File: src/rtl/sdma_inst_sched.sv
// Multi-requester instruction scheduler: round-robin intake into a shared FIFO,
// one instruction in flight to sdma_top_ctrl, completion reported with requester ID.
`ifndef SDMA_INSTWIDTH
`define SDMA_INSTWIDTH 32
`endif

module sdma_inst_sched #(
  parameter int NUM_REQ = 2,
  parameter int INST_W  = `SDMA_INSTWIDTH,
  parameter int DEPTH   = 4,
  parameter int ID_W    = (NUM_REQ > 1) ? $clog2(NUM_REQ) : 1
) (
  input  logic                      clk,
  input  logic                      rst_n,
  input  logic                      i_isq_en,
  input  logic [NUM_REQ-1:0]        i_isq_req_vld,
  input  logic [NUM_REQ*INST_W-1:0] i_isq_req_inst,
  output logic [NUM_REQ-1:0]        o_isq_req_rdy,
  output logic                      o_isq_stc_en,
  output logic                      o_isq_stc_inst_vld,
  output logic [INST_W-1:0]         o_isq_stc_inst,
  input  logic                      i_isq_stc_ready,
  output logic                      o_isq_done_vld,
  output logic [ID_W-1:0]           o_isq_done_id,
  output logic [$clog2(DEPTH):0]    o_isq_fifo_cnt,
  output logic                      o_isq_busy
);
  localparam int PTR_W = $clog2(DEPTH);
  localparam int CNT_W = PTR_W + 1;

  typedef enum logic [1:0] {IDLE, ISSUE, WAIT_DONE} state_t;

  state_t            state;
  logic [INST_W-1:0] mem_inst [DEPTH];
  logic [ID_W-1:0]   mem_id   [DEPTH];
  logic [PTR_W-1:0]  wr_ptr;
  logic [PTR_W-1:0]  rd_ptr;
  logic [CNT_W-1:0]  cnt;
  logic [ID_W-1:0]   rr_ptr;
  logic [ID_W-1:0]   win_id;
  logic              push;
  logic              pop;
  logic              fifo_full;
  logic              fifo_empty;

  function automatic logic [ID_W-1:0] rr_idx(input logic [ID_W-1:0] base, input int k);
    int sum;
    sum = (int'(base) + k) % NUM_REQ;
    return ID_W'(sum);
  endfunction

  assign fifo_full      = (cnt == CNT_W'(DEPTH));
  assign fifo_empty     = (cnt == '0);
  assign pop            = (state == WAIT_DONE) && i_isq_stc_ready;
  assign o_isq_fifo_cnt = cnt;

  // Descending scan so the requester closest to rr_ptr is the last (winning) match.
  always_comb begin
    o_isq_req_rdy = '0;
    win_id        = '0;
    push          = 1'b0;
    if (!fifo_full) begin
      for (int k = NUM_REQ - 1; k >= 0; k--) begin
        if (i_isq_req_vld[rr_idx(rr_ptr, k)]) begin
          win_id = rr_idx(rr_ptr, k);
          push   = 1'b1;
        end
      end
    end
    if (push) o_isq_req_rdy[win_id] = 1'b1;
  end

  always_ff @(posedge clk) begin
    if (push) begin
      mem_inst[wr_ptr] <= i_isq_req_inst[int'(win_id)*INST_W +: INST_W];
      mem_id[wr_ptr]   <= win_id;
    end
  end

  always_ff @(posedge clk or negedge rst_n) begin
    if (!rst_n) begin
      wr_ptr <= '0;
      rd_ptr <= '0;
      cnt    <= '0;
      rr_ptr <= '0;
    end else begin
      if (push) begin
        wr_ptr <= wr_ptr + PTR_W'(1);
        rr_ptr <= rr_idx(win_id, 1);
      end
      if (pop) rd_ptr <= rd_ptr + PTR_W'(1);
      cnt <= cnt + CNT_W'(push) - CNT_W'(pop);
    end
  end

  // inst_vld drops only after top ctrl has shown busy (ready low) for one edge.
  always_ff @(posedge clk or negedge rst_n) begin
    if (!rst_n) begin
      state              <= IDLE;
      o_isq_stc_en       <= 1'b0;
      o_isq_stc_inst_vld <= 1'b0;
      o_isq_stc_inst     <= '0;
      o_isq_done_vld     <= 1'b0;
      o_isq_done_id      <= '0;
      o_isq_busy         <= 1'b0;
    end else begin
      o_isq_done_vld <= 1'b0;
      unique case (state)
        IDLE: begin
          if (!fifo_empty && i_isq_en && i_isq_stc_ready) begin
            state              <= ISSUE;
            o_isq_stc_en       <= 1'b1;
            o_isq_stc_inst_vld <= 1'b1;
            o_isq_stc_inst     <= mem_inst[rd_ptr];
            o_isq_busy         <= 1'b1;
          end
        end
        ISSUE: begin
          if (!i_isq_stc_ready) begin
            state              <= WAIT_DONE;
            o_isq_stc_inst_vld <= 1'b0;
          end
        end
        WAIT_DONE: begin
          if (i_isq_stc_ready) begin
            state          <= IDLE;
            o_isq_stc_en   <= 1'b0;
            o_isq_busy     <= 1'b0;
            o_isq_done_vld <= 1'b1;
            o_isq_done_id  <= mem_id[rd_ptr];
          end
        end
        default: state <= IDLE;
      endcase
    end
  end

  pop_on_empty: assert property (@(posedge clk) disable iff (!rst_n) !(pop && fifo_empty));

endmodule

File: config.mk
export PLATFORM = sky130hd
export DESIGN_NAME = sdma_inst_sched
export DESIGN_NICKNAME = d
export VERILOG_FILES = /design/src/rtl/sdma_inst_sched.sv
export SDC_FILE = /design/constraint.sdc
export NUM_CORES = 1
export LEC_CHECK = 0
export CAP_MARGIN = 5
export CORE_MARGIN = 2
export CORE_UTILIZATION = 45
export CTS_BUF_LIST = sky130_fd_sc_hd__clkbuf_8
export DETAILED_ROUTE_END_ITERATION = 16
export DONT_BUFFER_PORTS = 1
export PLACE_DENSITY = 0.61
export SETUP_SLACK_MARGIN = 0.02
export SLEW_MARGIN = 0
export SYNTH_ARGS = -nofsm -noshare
export SYNTH_HDL_FRONTEND = slang
export SYNTH_SLANG_ARGS = --single-unit
File: constraint.sdc
create_clock -name clk -period 2.63 [get_ports clk]
set_input_delay 0.526 -clock clk [delete_from_list [all_inputs] [get_ports clk]]
set_output_delay 0.526 -clock clk [all_outputs]
set_load 0.05 [all_outputs]
==> results.sh, run 1 <==
export IMPL_run_status="finished, final reports clean"
export IMPL_min_period_over_period_pct=94.06
export IMPL_switching_power_mw=3.832
export IMPL_wire_per_inst_um=20.74
export IMPL_tritoncts_num_buffers=17
export IMPL_place_detailed_hpwl_mm=7.199
export IMPL_grt_use_met2_pct=24.75
export IMPL_postSynthAreaPerCell_um2=21.39
export IMPL_globalRouteMet1Util_pct=19.60
export IMPL_period_needed_ps=2474
export IMPL_grt_first_pass_wirelength_mm=18.59
export IMPL_synth_sequential_area_ratio_pct=70.76
export IMPL_first_iter_violations=201
export IMPL_worstSetupEndpointType="output port"
export IMPL_combinational_power_share_pct=26.9
export IMPL_final_nets=432
export IMPL_layout_drive_gt1_share_pct=39.67
export IMPL_worstPathRequired_ps=2100
export IMPL_final_max_slew_violation_count=0
export IMPL_synthesis_yosys_warnings=0
export IMPL_antenna_found_initial=0
export IMPL_worst_path_largest_cell_delay_ps=430
export IMPL_yosys_register_bits=178
export IMPL_routed_via_count=3058
export IMPL_setup_viol=0
export IMPL_worstPathCellList="or3b_1, nand3_4, and2_1, buf_12"
export IMPL_start_util_pct=45.83
export IMPL_pin_count_of_the_biggest_net_entering_global_routing=47
export IMPL_num_rows=46
export IMPL_post_route_antenna_net_violation_count=0
export IMPL_overflow=0
export IMPL_timing_hold_violations_final=0
export IMPL_worst_slew_margin_rel_pct=34.65
export IMPL_worstSetupPathType="flop to output port"
export IMPL_ctsRootBufferMaster="clkbuf_8"
export IMPL_timing_clock_skew_ps=12.83
export IMPL_report_power_total_mw=10.54
export IMPL_synth_edf_count=132
export IMPL_asyncSetResetFlopFracSynth_pct=25.84
export IMPL_clock_sink_count=178
export IMPL_crit_path_top_delay_cell="or3b_1"
export IMPL_area_growth_from_synthesis_to_layout_pct=10.06
export IMPL_hp_class="input pin to flop"
export IMPL_postRouteWirelength_mm=12.11
export IMPL_synth_most_common_cell="edfxtp_1"
export IMPL_yosys_area_top_type_share_pct=54.84
export IMPL_ios=112
export IMPL_cts_tree="done"
export IMPL_hold_path_startpoint="i_isq_stc_ready"
export IMPL_synth_area_leader_cell="edfxtp_1"
export IMPL_share_seq_of_total_power_pct=53.7
export IMPL_floorplan_die_height_um=130.7
export IMPL_crit_reg2reg_launch="o_isq_fifo_cnt[1]"
export IMPL_critPathLaunch="o_isq_fifo_cnt[1]"
export IMPL_path_clk_slew_ps=90
export IMPL_max_freq_mhz=404.2
export IMPL_drt_pass1_iterations=4
export IMPL_max_cap_violations=0
export IMPL_rsz_0062_raised_after_global_routing="false"
export IMPL_grt_busiest_layer="met2"
export IMPL_design_area_final_mm2=0.007955
export IMPL_path_max_fanout=18
export IMPL_ys_top_cells_by_area="edfxtp_1 55%, dfrtp_1 16%, mux4_2 8.7%"
export IMPL_p_leak_nw=2.868
export IMPL_layout_filler_cells=1321
export IMPL_core_area_mm2=0.01577
export IMPL_gpl_final_weighted_congestion=0.7050
export IMPL_postCtsSetupRepairBufs=0
export IMPL_die_width_um=130.7
export IMPL_place_port_buffers=0
export IMPL_max_vdd_ir_drop_v=0.0004916
export IMPL_cts_root_to_sink_buffers=2
export IMPL_fin_setup_tns_ps=0
export IMPL_synth_nets=415
export IMPL_dpl_cell_area_mm2=0.007482
export IMPL_worst_endpoint_arrival_ps=1950
export IMPL_synth_main_ff_cell="edfxtp_1"
export IMPL_grt_util_all_layers_pct=15.32
export IMPL_insertion_delay_ps=460
export IMPL_syn_cell_area_mm2=0.007228
export IMPL_first_global_vias=3293
export IMPL_critPathLaunchType="flop"
export IMPL_pwr_density_cell_mw_per_mm2=1325
export IMPL_remaining_drc_errors=0
export IMPL_yosys_top_cells_count="132 x edfxtp_1, 46 x dfrtp_1, 33 x mux2_4, 32 x mux2_2, 28 x mux4_2"
export IMPL_htreeDepth=4
export IMPL_cell_internal_pwr_mw=6.707
export IMPL_vias_per_cell=5.236
export IMPL_gr_usage_met3_pct=4.845
export IMPL_yosys_cell_types_count=27
export IMPL_switching_share_pct=36.36
export IMPL_slew_of_the_pin_with_the_lowest_slew_margin_ps=980.3
export IMPL_antenna_fix_cells=0
export IMPL_syn_inst=338
export IMPL_power_clock_fraction_pct=19.4
export IMPL_die_area_mm2=0.01709
==> per-layer routing <==
| layer | up-vias | part of all wire, % | wire [µm] |
|---|---|---|---|
| met3 | 18 | 5.4 | 652 |
| met5 | - | 0 | 0 |
| met4 | 0 | 1.4 | 169 |
| li1 | 1364 | - | - |
| met2 | 82 | 50 | 6042 |
| met1 | 1594 | 43 | 5247 |
==> critical path: cells and delay by family, from the launching register on <==
family	cells	cell delay [ps]
buffers and inverters	1	150
flip-flops	1	380
AND/OR/NAND/NOR	3	960
==> cells in the final DEF, fill, tap and decap left out, drive strengths merged <==
cell type,instances
o31a,1
clkinvlp,1
ha,6
edfxtp,132
nand3b,1
buf,13
xnor2,6
clkbuf,17
nand2b,1
fa,1
nor2,2
nand3,1
or3b,1
bufinv,4
mux4,33
nand2,5
and2,5
o21a,2
dlygate4sd3,1
mux2,65
clkinv,4
inv,16
dfrtp,46
and4bb,1
a31o,1
a21o,2
==> repair_timing <==
item / 4_1_cts / 5_1_grt
hold buffers: 2 / 0
gates resized for setup: 0 / 0
endpoints found under the hold margin: 46 / 0
==> power groups by stage <==
stage	logic, mW	clock network, mW	registers [mW]
finish	2.84	2.04	5.66
global route	3.09	2.21	5.78
detailed placement	2.89	0	5.75
CTS	2.91	2.11	5.69
global placement	2.82	0	5.71
floorplan	2.30	0	5.61
==> flip-flops by register name (all words and copies together), names as in the netlist <==
name,cells
state,2
rr_ptr,1
o_isq_busy,1
wr_ptr,2
mem_id,4
o_isq_stc_inst,32
o_isq_done_id,1
o_isq_stc_inst_vld,1
mem_inst,128
o_isq_fifo_cnt,3
rd_ptr,2
o_isq_done_vld,1
==> layout make-up <==
class / count / area (µm²) / share of cell area [%]
Clock buffer: 17 / 234.0 / 2.941
Clock inverter: 15 / 201.4 / 2.532
Inverter: 10 / 37.54 / 0.4718
Multi-Input combinational cell: 134 / 1929 / 24.25
Sequential cell: 178 / 5117 / 64.33
Tap cell: 216 / 270.3 / 3.397
Timing Repair Buffer: 14 / 165.2 / 2.076
==> final timing paths <==
path / cells past startpoint / slack, ps / end
worst min register to register: 1 / 510 / rr_ptr
worst max-delay path: 4 / 160 / o_isq_req_rdy[0]
worst max register to register: 10 / 400 / o_isq_fifo_cnt[2]
worst min-delay path: 1 / 130 / state[1]
min in group asynchronous: 2 / 640 / o_isq_stc_inst[16]
max in group asynchronous: 2 / 1760 / rd_ptr[1]
==> cells by family (layout without fill, tap and decap cells) <==
family                     after synthesis  in the layout  synth area share [%]
DFF                                    178            178                 70.76
muxes                                   98             98                 22.38
buffers and inverters                   26             56                 2.631
and+or+nand+nor                         17             17                 1.523
adders and majority gates                7              7                 1.316
AOI/OAI and AO/OA                        6              6                0.6577
xor gates and xnor gates                 6              6                0.7270
==> per-stage QoR <==
step	hold WS (ps)	util (%)	cells	setup WS, ps
global placement	232.3	47.45	550	461.5
global route	106.7	50.44	584	40.07
CTS	89.73	50.44	584	84.52
floorplan	230.4	-	338	48.61
finish	131.1	50.44	584	156.3
detailed placement	231.9	47.45	550	398.7
Power figures use the tool's default switching activity.
==> inputs of run 2 (changes only) <==
Settings changed: CTS_BUF_LIST sky130_fd_sc_hd__clkbuf_8 to unset, PLACE_DENSITY 0.61 to 0.63.
Clock period 2.63 ns to 2.1 ns, I/O delays scaled along.
==> results.sh, run 2 (synthesis gave the netlist of run 1 again) <==
export IMPL_run_status="complete, but fails checks"
export IMPL_failing_checks="negative setup slack"
export IMPL_max_vdd_ir_drop_v=0.0006598
export IMPL_hp_class="input pin to flop"
export IMPL_worstSetupPathType="flop to flop"
export IMPL_htreeDepth=4
export IMPL_critPathLaunchType="flop"
export IMPL_vias_per_cell=5.331
export IMPL_cts_tree="done"
export IMPL_postRouteWirelength_mm=13.17
export IMPL_finalWorstSetupSlack_ps=-52.06
export IMPL_overflow=0
export IMPL_period_needed_ps=2152
export IMPL_die_width_um=130.7
export IMPL_area_growth_from_synthesis_to_layout_pct=16.44
export IMPL_pin_count_of_the_biggest_net_entering_global_routing=47
export IMPL_drt_pass1_iterations=4
export IMPL_remaining_drc_errors=0
export IMPL_antenna_fix_cells=0
export IMPL_worstSetupEndpointType="flop"
export IMPL_path_clk_slew_ps=60
export IMPL_worstPathRequired_ps=2410
export IMPL_gpl_final_weighted_congestion=0.7138
export IMPL_final_max_slew_violation_count=0
export IMPL_min_period_over_period_pct=102.5
export IMPL_path_max_fanout=2
export IMPL_place_port_buffers=0
export IMPL_worst_endpoint_arrival_ps=2460
export IMPL_setup_viol=2
export IMPL_crit_reg2reg_launch="o_isq_fifo_cnt[0]"
export IMPL_layout_common_cells="132 x edfxtp_1, 41 x dfrtp_1, 33 x mux2_4, 32 x mux2_2, 28 x mux4_2"
export IMPL_core_area_mm2=0.01577
export IMPL_cts_root_to_sink_buffers=2
export IMPL_timing_clock_skew_ps=7.784
export IMPL_ff2ff_path_depth=10
export IMPL_ff_to_ff_end="o_isq_fifo_cnt[2]"
export IMPL_die_area_mm2=0.01709
export IMPL_largest_reg_flops=128
export IMPL_ios=112
export IMPL_timing_hold_violations_final=0
export IMPL_place_detailed_hpwl_mm=7.895
export IMPL_slew_of_the_pin_with_the_lowest_slew_margin_ps=529.0
export IMPL_p_leak_nw=3.086
export IMPL_max_freq_mhz=464.7
export IMPL_pwr_density_cell_mw_per_mm2=1739
export IMPL_hold_ws_ps=57.49
export IMPL_timing_reg2reg_setup_slack_ps=-50
export IMPL_detailedPlace_worstSlack_ps=-97.27
export IMPL_num_rows=46
export IMPL_largest_registers="mem_inst: 128 flops, o_isq_stc_inst: 32 flops, mem_id: 4 flops"
export IMPL_clock_sink_count=178
export IMPL_final_nets=450
export IMPL_first_iter_violations=192
export IMPL_critPathLaunch="o_isq_fifo_cnt[0]"
export IMPL_floorplan_die_height_um=130.7
export IMPL_first_global_vias=3453
export IMPL_start_util_pct=45.83
export IMPL_largest_register="mem_inst"
export IMPL_max_cap_violations=0
export IMPL_wire_per_inst_um=21.87
export IMPL_ctsRootBufferMaster="clkbuf_16"
export IMPL_grt_first_pass_wirelength_mm=19.89
export IMPL_worst_slew_margin_rel_pct=64.73
export IMPL_grt_util_all_layers_pct=16.73
export IMPL_post_route_antenna_net_violation_count=0
export IMPL_mostFrequentLayoutCell="edfxtp_1"
export IMPL_layout_drive_gt1_share_pct=46.11
export IMPL_routed_via_count=3209
export IMPL_rsz_0062_raised_after_global_routing="true"
export IMPL_insertion_delay_ps=430
export IMPL_antenna_found_initial=0
export IMPL_critPathCapture="o_isq_fifo_cnt[2]"
export IMPL_tritoncts_num_buffers=17
[run 2: changes by cell type in the layout (fill, tap and decap cells not counted), sizes merged]
cell      previous run  this run
clkinv               4         6
clkbuf              17        18
clkinvlp             1         0
bufbuf               0         1
inv                 16        12
bufinv               4         6
buf                 13        30
[run 2: final cells by class]
| cell class | count | area, µm² |
|---|---|---|
| fillers | 1259 | 7353 |
| multi-input cells | 134 | 1977 |
| clock buffers | 18 | 439.2 |
| clock inverters | 14 | 232.7 |
| flip-flops and latches | 178 | 5121 |
| repair buffers | 32 | 336.6 |
| well taps | 216 | 270.3 |
| inverters | 10 | 40.04 |
[run 2: worst min-delay path by stage]
stage,start,endpoint,cells after the start
3_3_place_gp,rst_n,o_isq_fifo_cnt[2],0
2_1_floorplan,rst_n,o_isq_busy,0
6_report,i_isq_stc_ready,state[1],1
5_1_grt,i_isq_stc_ready,state[1],1
3_5_place_dp,rst_n,o_isq_fifo_cnt[0],0
4_1_cts,i_isq_stc_ready,state[1],1
[run 2: layer usage]
| metal | global-route usage (%) | share of wire, % | vias up |
|---|---|---|---|
| li1 | - | - | 1410 |
| met3 | 5.252 | 4.5 | 18 |
| met1 | 20.43 | 42 | 1703 |
| met4 | 6.320 | 1.6 | 0 |
| met5 | 0 | 0 | - |
| met2 | 28.16 | 52 | 78 |
[run 2: power breakdown]
part | switching [mW] | internal, mW
Combinational | 1.94 | 2.10
Clock | 1.30 | 2.26
Sequential | 1.78 | 5.26
[run 2: critical path, cell delays in order, from the launching register on]
cell and delay [ps]:
dfrtp_2 400, or3b_4 420, o21a_4 140, inv_2 60, ha_4 190, inv_2 60
ha_4 120, inv_2 40, fa_2 350, xnor2_2 140, xnor2_1 120
[run 2: what timing repair did]
action / 4_1_cts / 5_1_grt
pin swaps: 7 / 2
endpoints found under the hold margin: 46 / 0
resized for setup: 15 / 1
hold buffers: 2 / 0
cloned: 1 / 0
endpoints found under the setup margin: 4 / 4
buffers inserted: 4 / 0
[run 2: stage by stage]
| step | TNS (ps) | util, % | instance area (µm²) | cells | total power [mW] |
|---|---|---|---|---|---|
| after floorplan | -337.9 | - | 7251 | 338 | 9.930 |
| after global placement | -18.91 | 48.10 | 7585 | 563 | 10.83 |
| after detailed placement | -109.3 | 48.10 | 7585 | 563 | 10.99 |
| after CTS | -126.8 | 53.37 | 8417 | 602 | 14.82 |
| after global routing | -219.4 | 53.37 | 8417 | 602 | 15.33 |
| final | -71.23 | 53.37 | 8417 | 602 | 14.63 |
==> RTL edit 1: new RTL, flow settings as in run 2 <==
Re-encode `state_t` (3 states) as one-hot, 3 bits wide.
--- a/src/rtl/sdma_inst_sched.sv
+++ b/src/rtl/sdma_inst_sched.sv
@@ -29,5 +29,5 @@
   localparam int CNT_W = PTR_W + 1;
 
-  typedef enum logic [1:0] {IDLE, ISSUE, WAIT_DONE} state_t;
+  typedef enum logic [2:0] {IDLE = 3'b001, ISSUE = 3'b010, WAIT_DONE = 3'b100} state_t;
 
   state_t            state;
Behaviour: same outputs for any inputs over 4 cycles, from zero or initial values and one cycle with rst_n low; so few cycles prove little.
==> RTL edit 1 against run 2 <==
Routed wire length shrank 0.82%; sequential cell count grew 1; die area shrank 0.88%; synthesized area shrank 0.90%; power shrank 12%; non-clock buffer count shrank 3; setup slack gained 54 ps; sequential power shrank 2%; cell area shrank 2.1%; maximum frequency grew 2.6%; via count grew 0.72%; largest cell class unchanged; largest power group unchanged.
==> RTL edit 1: results (changes against run 2) <==
Synthesis
  • Register area share after synthesis: 71.8% (+1.0 points)
  • Commonest cells in the netlist: edfxtp_1, dfrtp_1, mux2_2, mux4_2, mux2_1
  • Top cells by area, synth: edfxtp_1, dfrtp_1, mux4_2, mux2_2, mux2_1
  • Async SR Flop Fraction: 26.3% (+0.41 points)
  • Syn_area_per_cell: 20.7 um2 (-3.2%)
  • Unique masters post-synth: 35 (+30%)

Pwr
  • Maximum vdd drop: 767 uV (+16%)
  • Sequential Power Share: 53.5% (+5.4 points)
  • Leak Pwr: 0.00286 uW (-7.2%)
  • P_seq: 6870 uW (-2%)
  • Clock Power: 3160 uW (-11%)
  • Switching portion of total power: 34.5% (+0.18 points)

Worst setup path
  • Critical Path Sink: o_isq_req_rdy[0]
  • CP Class: reg2out
  • Worst Reg2Reg Path Length in Cells: 9 (-1)
  • R2r setup slk: 10 ps (+60 ps)
  • WP data arrival: 1680 ps (-780 ps)
  • CP max FO: 4 (+2)
  • CP endpoint kind: output port

Global route
  • Tot GR Track Use: 16.6% (-0.15 points)
  • Met1 usage: 22.0% (+1.6 points)
  • M3 GR Usage: 4.80% (-0.46 points)
  • Met2 Usage GRT: 26.5% (-1.7 points)
  • Largest net degree at the start of global routing: 48 (+2.1%)
  • Global-route wire length before repair: 19800 um (-0.35%)
  • Number of global-route vias before repair: 3384 (-2.0%)

Place
  • Placed cell count: 567 (+0.71%)
  • Pre-CTS setup slack: -1.25 ps (+96.0 ps)
  • HPWL after DPL: 7660 um (-3.0%)
  • RePlAce Congestion: 0.683 (-4.3%)
  • Placed cell areas: 7530 um2 (-0.71%)

STA
  • Worst Skew: 11.3 ps (+3.47 ps)
  • Crit path time final: 2100 ps (-53.6 ps)
  • Tightest hold margin: 65.5 ps (+7.97 ps)
  • Worst slew margin: 35.0% (-30 points)

Clock tree
  • CTS H-Tree Depth: 4 (unchanged)
  • Post-CTS Setup Bufs: 3 (-1)
  • Resized Gates After CTS: 3 (-12)
  • # hold bufs at CTS: 2 (unchanged)

Finish
  • # fillers: 1266 (+0.56%)
  • Area of the multi-input gates: 1870 um2 (-5.6%)
  • Share of cells above drive strength 1: 39.7% (-6.4 points)
  • Final net count: 454 (+0.89%)

Drt
  • Met2 WL post-DR: 6500 um (-4.4%)
  • Drt via density: 5.33 (about the same)
  • DRT iter0 DRCs: 182 (-5.2%)
  • Final wirelength: 13100 um (-0.82%)
  • Wl on met1: 5830 um (+4.9%)
  • Met3 WL: 583 um (-1.2%)
  • WL/cell: 21.5 um (-1.5%)

Hold path
  • Hold_sp: i_isq_stc_ready
  • Hold path endpoint: state[2]
  • Hold Crit Class: in2reg

Run status
  • Run status: completed
RTL edit 1: changes by cell type after synthesis, sizes merged, moves of 2 or more:
cell	change
nand2	-4
nor2	-2
o22ai	+2
a21oi	+2
nor3	+4
a21o	-2
RTL edit 1: cells by family (layout without fill, tap and decap cells):
group / after synthesis / in the layout / synth area share (%)
AO/OA/AOI/OAI: 8 / 8 / 0.751
XOR/XNOR: 6 / 6 / 0.734
adder cells (fa/ha/maj): 7 / 7 / 1.33
buffers and inverters: 28 / 72 / 2.60
flip-flops: 179 / 179 / 71.8
multiplexers: 99 / 99 / 20.8
AND/OR/NAND/NOR: 19 / 19 / 2.06
RTL edit 1: layout make-up:
cell class	instances	area share, %
sequential	179	62.5
multi-input combinational	139	22.6
clock inverter	14	1.96
inverter	11	0.501
clock buffer	18	5.21
timing repair buffer	29	3.92
tap	216	3.28
RTL edit 1: critical path: stages (launching register included):
cell and delay, ps:
dfrtp_2 400, or3b_4 420, nand3_4 100, buf_12 110, and2_4 230
==> RTL edit 2: new RTL, settings of run 2 <==
Made on the original files. Set the parameter `NUM_REQ` to 8 (it was 2).
--- a/src/rtl/sdma_inst_sched.sv
+++ b/src/rtl/sdma_inst_sched.sv
@@ -6,5 +6,5 @@
 
 module sdma_inst_sched #(
-  parameter int NUM_REQ = 2,
+  parameter int NUM_REQ = 8,
   parameter int INST_W  = `SDMA_INSTWIDTH,
   parameter int DEPTH   = 4,
Interface: changed (resized i_isq_req_inst, i_isq_req_vld, o_isq_done_id and o_isq_req_rdy); port bits go from 112 to 318. No check against the original RTL was run, so the function may have changed too.
==> RTL edit 2 against run 2 <==
The run still ends with setup timing left; routed wire length rose to 3.6 times the old value; sequential cell count is 12 higher; cell area grew 110%; final cell count grew to 3.0 times the old value; largest cell class is now multi-input combinational cells; synthesized area rose by 78%; register-to-register slack worse by 1600 ps; setup slack lost 1700 ps.
Power is left out: the tool's default activity adds up to more than one toggle a clock period on the data nets, which glitch-free logic cannot reach.
==> RTL edit 2: results (changes against run 2) <==
Global route
  • Global-route wire length before repair: 70500 um (+250%)
  • Initial antenna violation count: 4 (+4)
  • Number of global-route vias before repair: 11700 (+240%)
  • Tot GR Track Use: 30.4% (+14 points)
  • Met1 usage: 39.1% (+19 points)
  • M3 GR Usage: 7.48% (+2.2 points)
  • Met2 Usage GRT: 48.8% (+21 points)

Synthesis
  • Register area share after synthesis: 42.5% (-28 points)
  • Async SR Flop Fraction: 26.3% (+0.47 points)
  • EDFF count, synth: 140 (+6.1%)
  • Unique masters post-synth: 53 (+96%)
  • Top cells by area, synth: edfxtp_1, dfrtp_1, a311oi_1, mux4_2, nand2_1

Drt
  • Met3 WL: 4980 um (+740%)
  • Drt via density: 6.70 (+26%)
  • DRT iter0 DRCs: 1216 (+530%)
  • Wl on met1: 17800 um (+220%)
  • Pre-Repair DR Iteration Count: 6 (+2)

STA
  • Post-route setup slack: -1740 ps (-1680 ps)
  • Worst slew margin: 63.3% (-1.4 points)
  • Worst Skew: 14.6 ps (+6.83 ps)
  • Final number of setup-violating endpoints: 296 (+294)
  • Setup TNS: -328060 ps (-327990 ps)

Run status
  • Violated checks: setup timing
  • Run status: finished with violations

Finish
  • Sequential cell area share: 30.9% (-30 points)
  • Share of cells above drive strength 1: 38.6% (-7.5 points)
  • Antenna cell count: 4 (+4)
  • Multi-input gate count: 953 (+610%)

Worst setup path
  • Worst path max stage delay: 500 ps (+80 ps)
  • R2r setup slk: -1640 ps (-1590 ps)
  • WP data arrival: 3420 ps (+960 ps)
  • Worst Reg2Reg Path Length in Cells: 13 (+3)
  • CP max FO: 5 (+3)

Place
  • HPWL after DPL: 31900 um (+300%)

Clock tree
  • Clk sinks: 190 (+6.7%)
-- RTL edit 2: worst max path at each step --
stage	start	end
final	rr_ptr[0]	o_isq_req_rdy[1]
after global routing	rr_ptr[1]	o_isq_req_rdy[2]
after CTS	rr_ptr[1]	o_isq_req_rdy[3]
after detailed placement	rr_ptr[0]	mem_inst[0][9]
after global placement	rr_ptr[0]	mem_inst[2][19]
after floorplan	rr_ptr[0]	o_isq_req_rdy[2]
-- RTL edit 2: cells by family after synthesis --
group	share of synthesized area, %
flops	42.5
simple gates	15.0
fa+ha+maj	1.03
compound gates	15.9
buf+inv	4.67
xor+xnor	0.614
mux	20.3
-- RTL edit 2: metrics by stage --
step / hold slack (ps) / util, % / setup WS [ps] / area [um2] / cells
after floorplan: 124 / - / -1900 / 13000 / 1290
after global placement: 128 / 53.2 / -1650 / 14800 / 1702
after detailed placement: 128 / 53.2 / -1680 / 14800 / 1702
after CTS: 30.4 / 61.8 / -1750 / 17300 / 1769
after global routing: 29.4 / 63.3 / -1840 / 17700 / 1784
final: 49.3 / 63.3 / -1740 / 17700 / 1784
-- RTL edit 2: worst max-delay path: cells and delay by family (launching register included) --
kind / cells / cell delay [ps]
mux: 2 / 800
simple gates: 3 / 670
buf+inv: 5 / 620
compound gates: 2 / 460
flops: 1 / 430
-- RTL edit 2: timing repair --
action                                 4_1_cts  5_1_grt
hold buffers                                 2        0
resized for setup                          226       42
setup buffers                               21        9
setup endpoints to repair                  296      296
endpoints found under the hold margin       50        0
gates cloned                                14        6
pin swaps                                  100       15
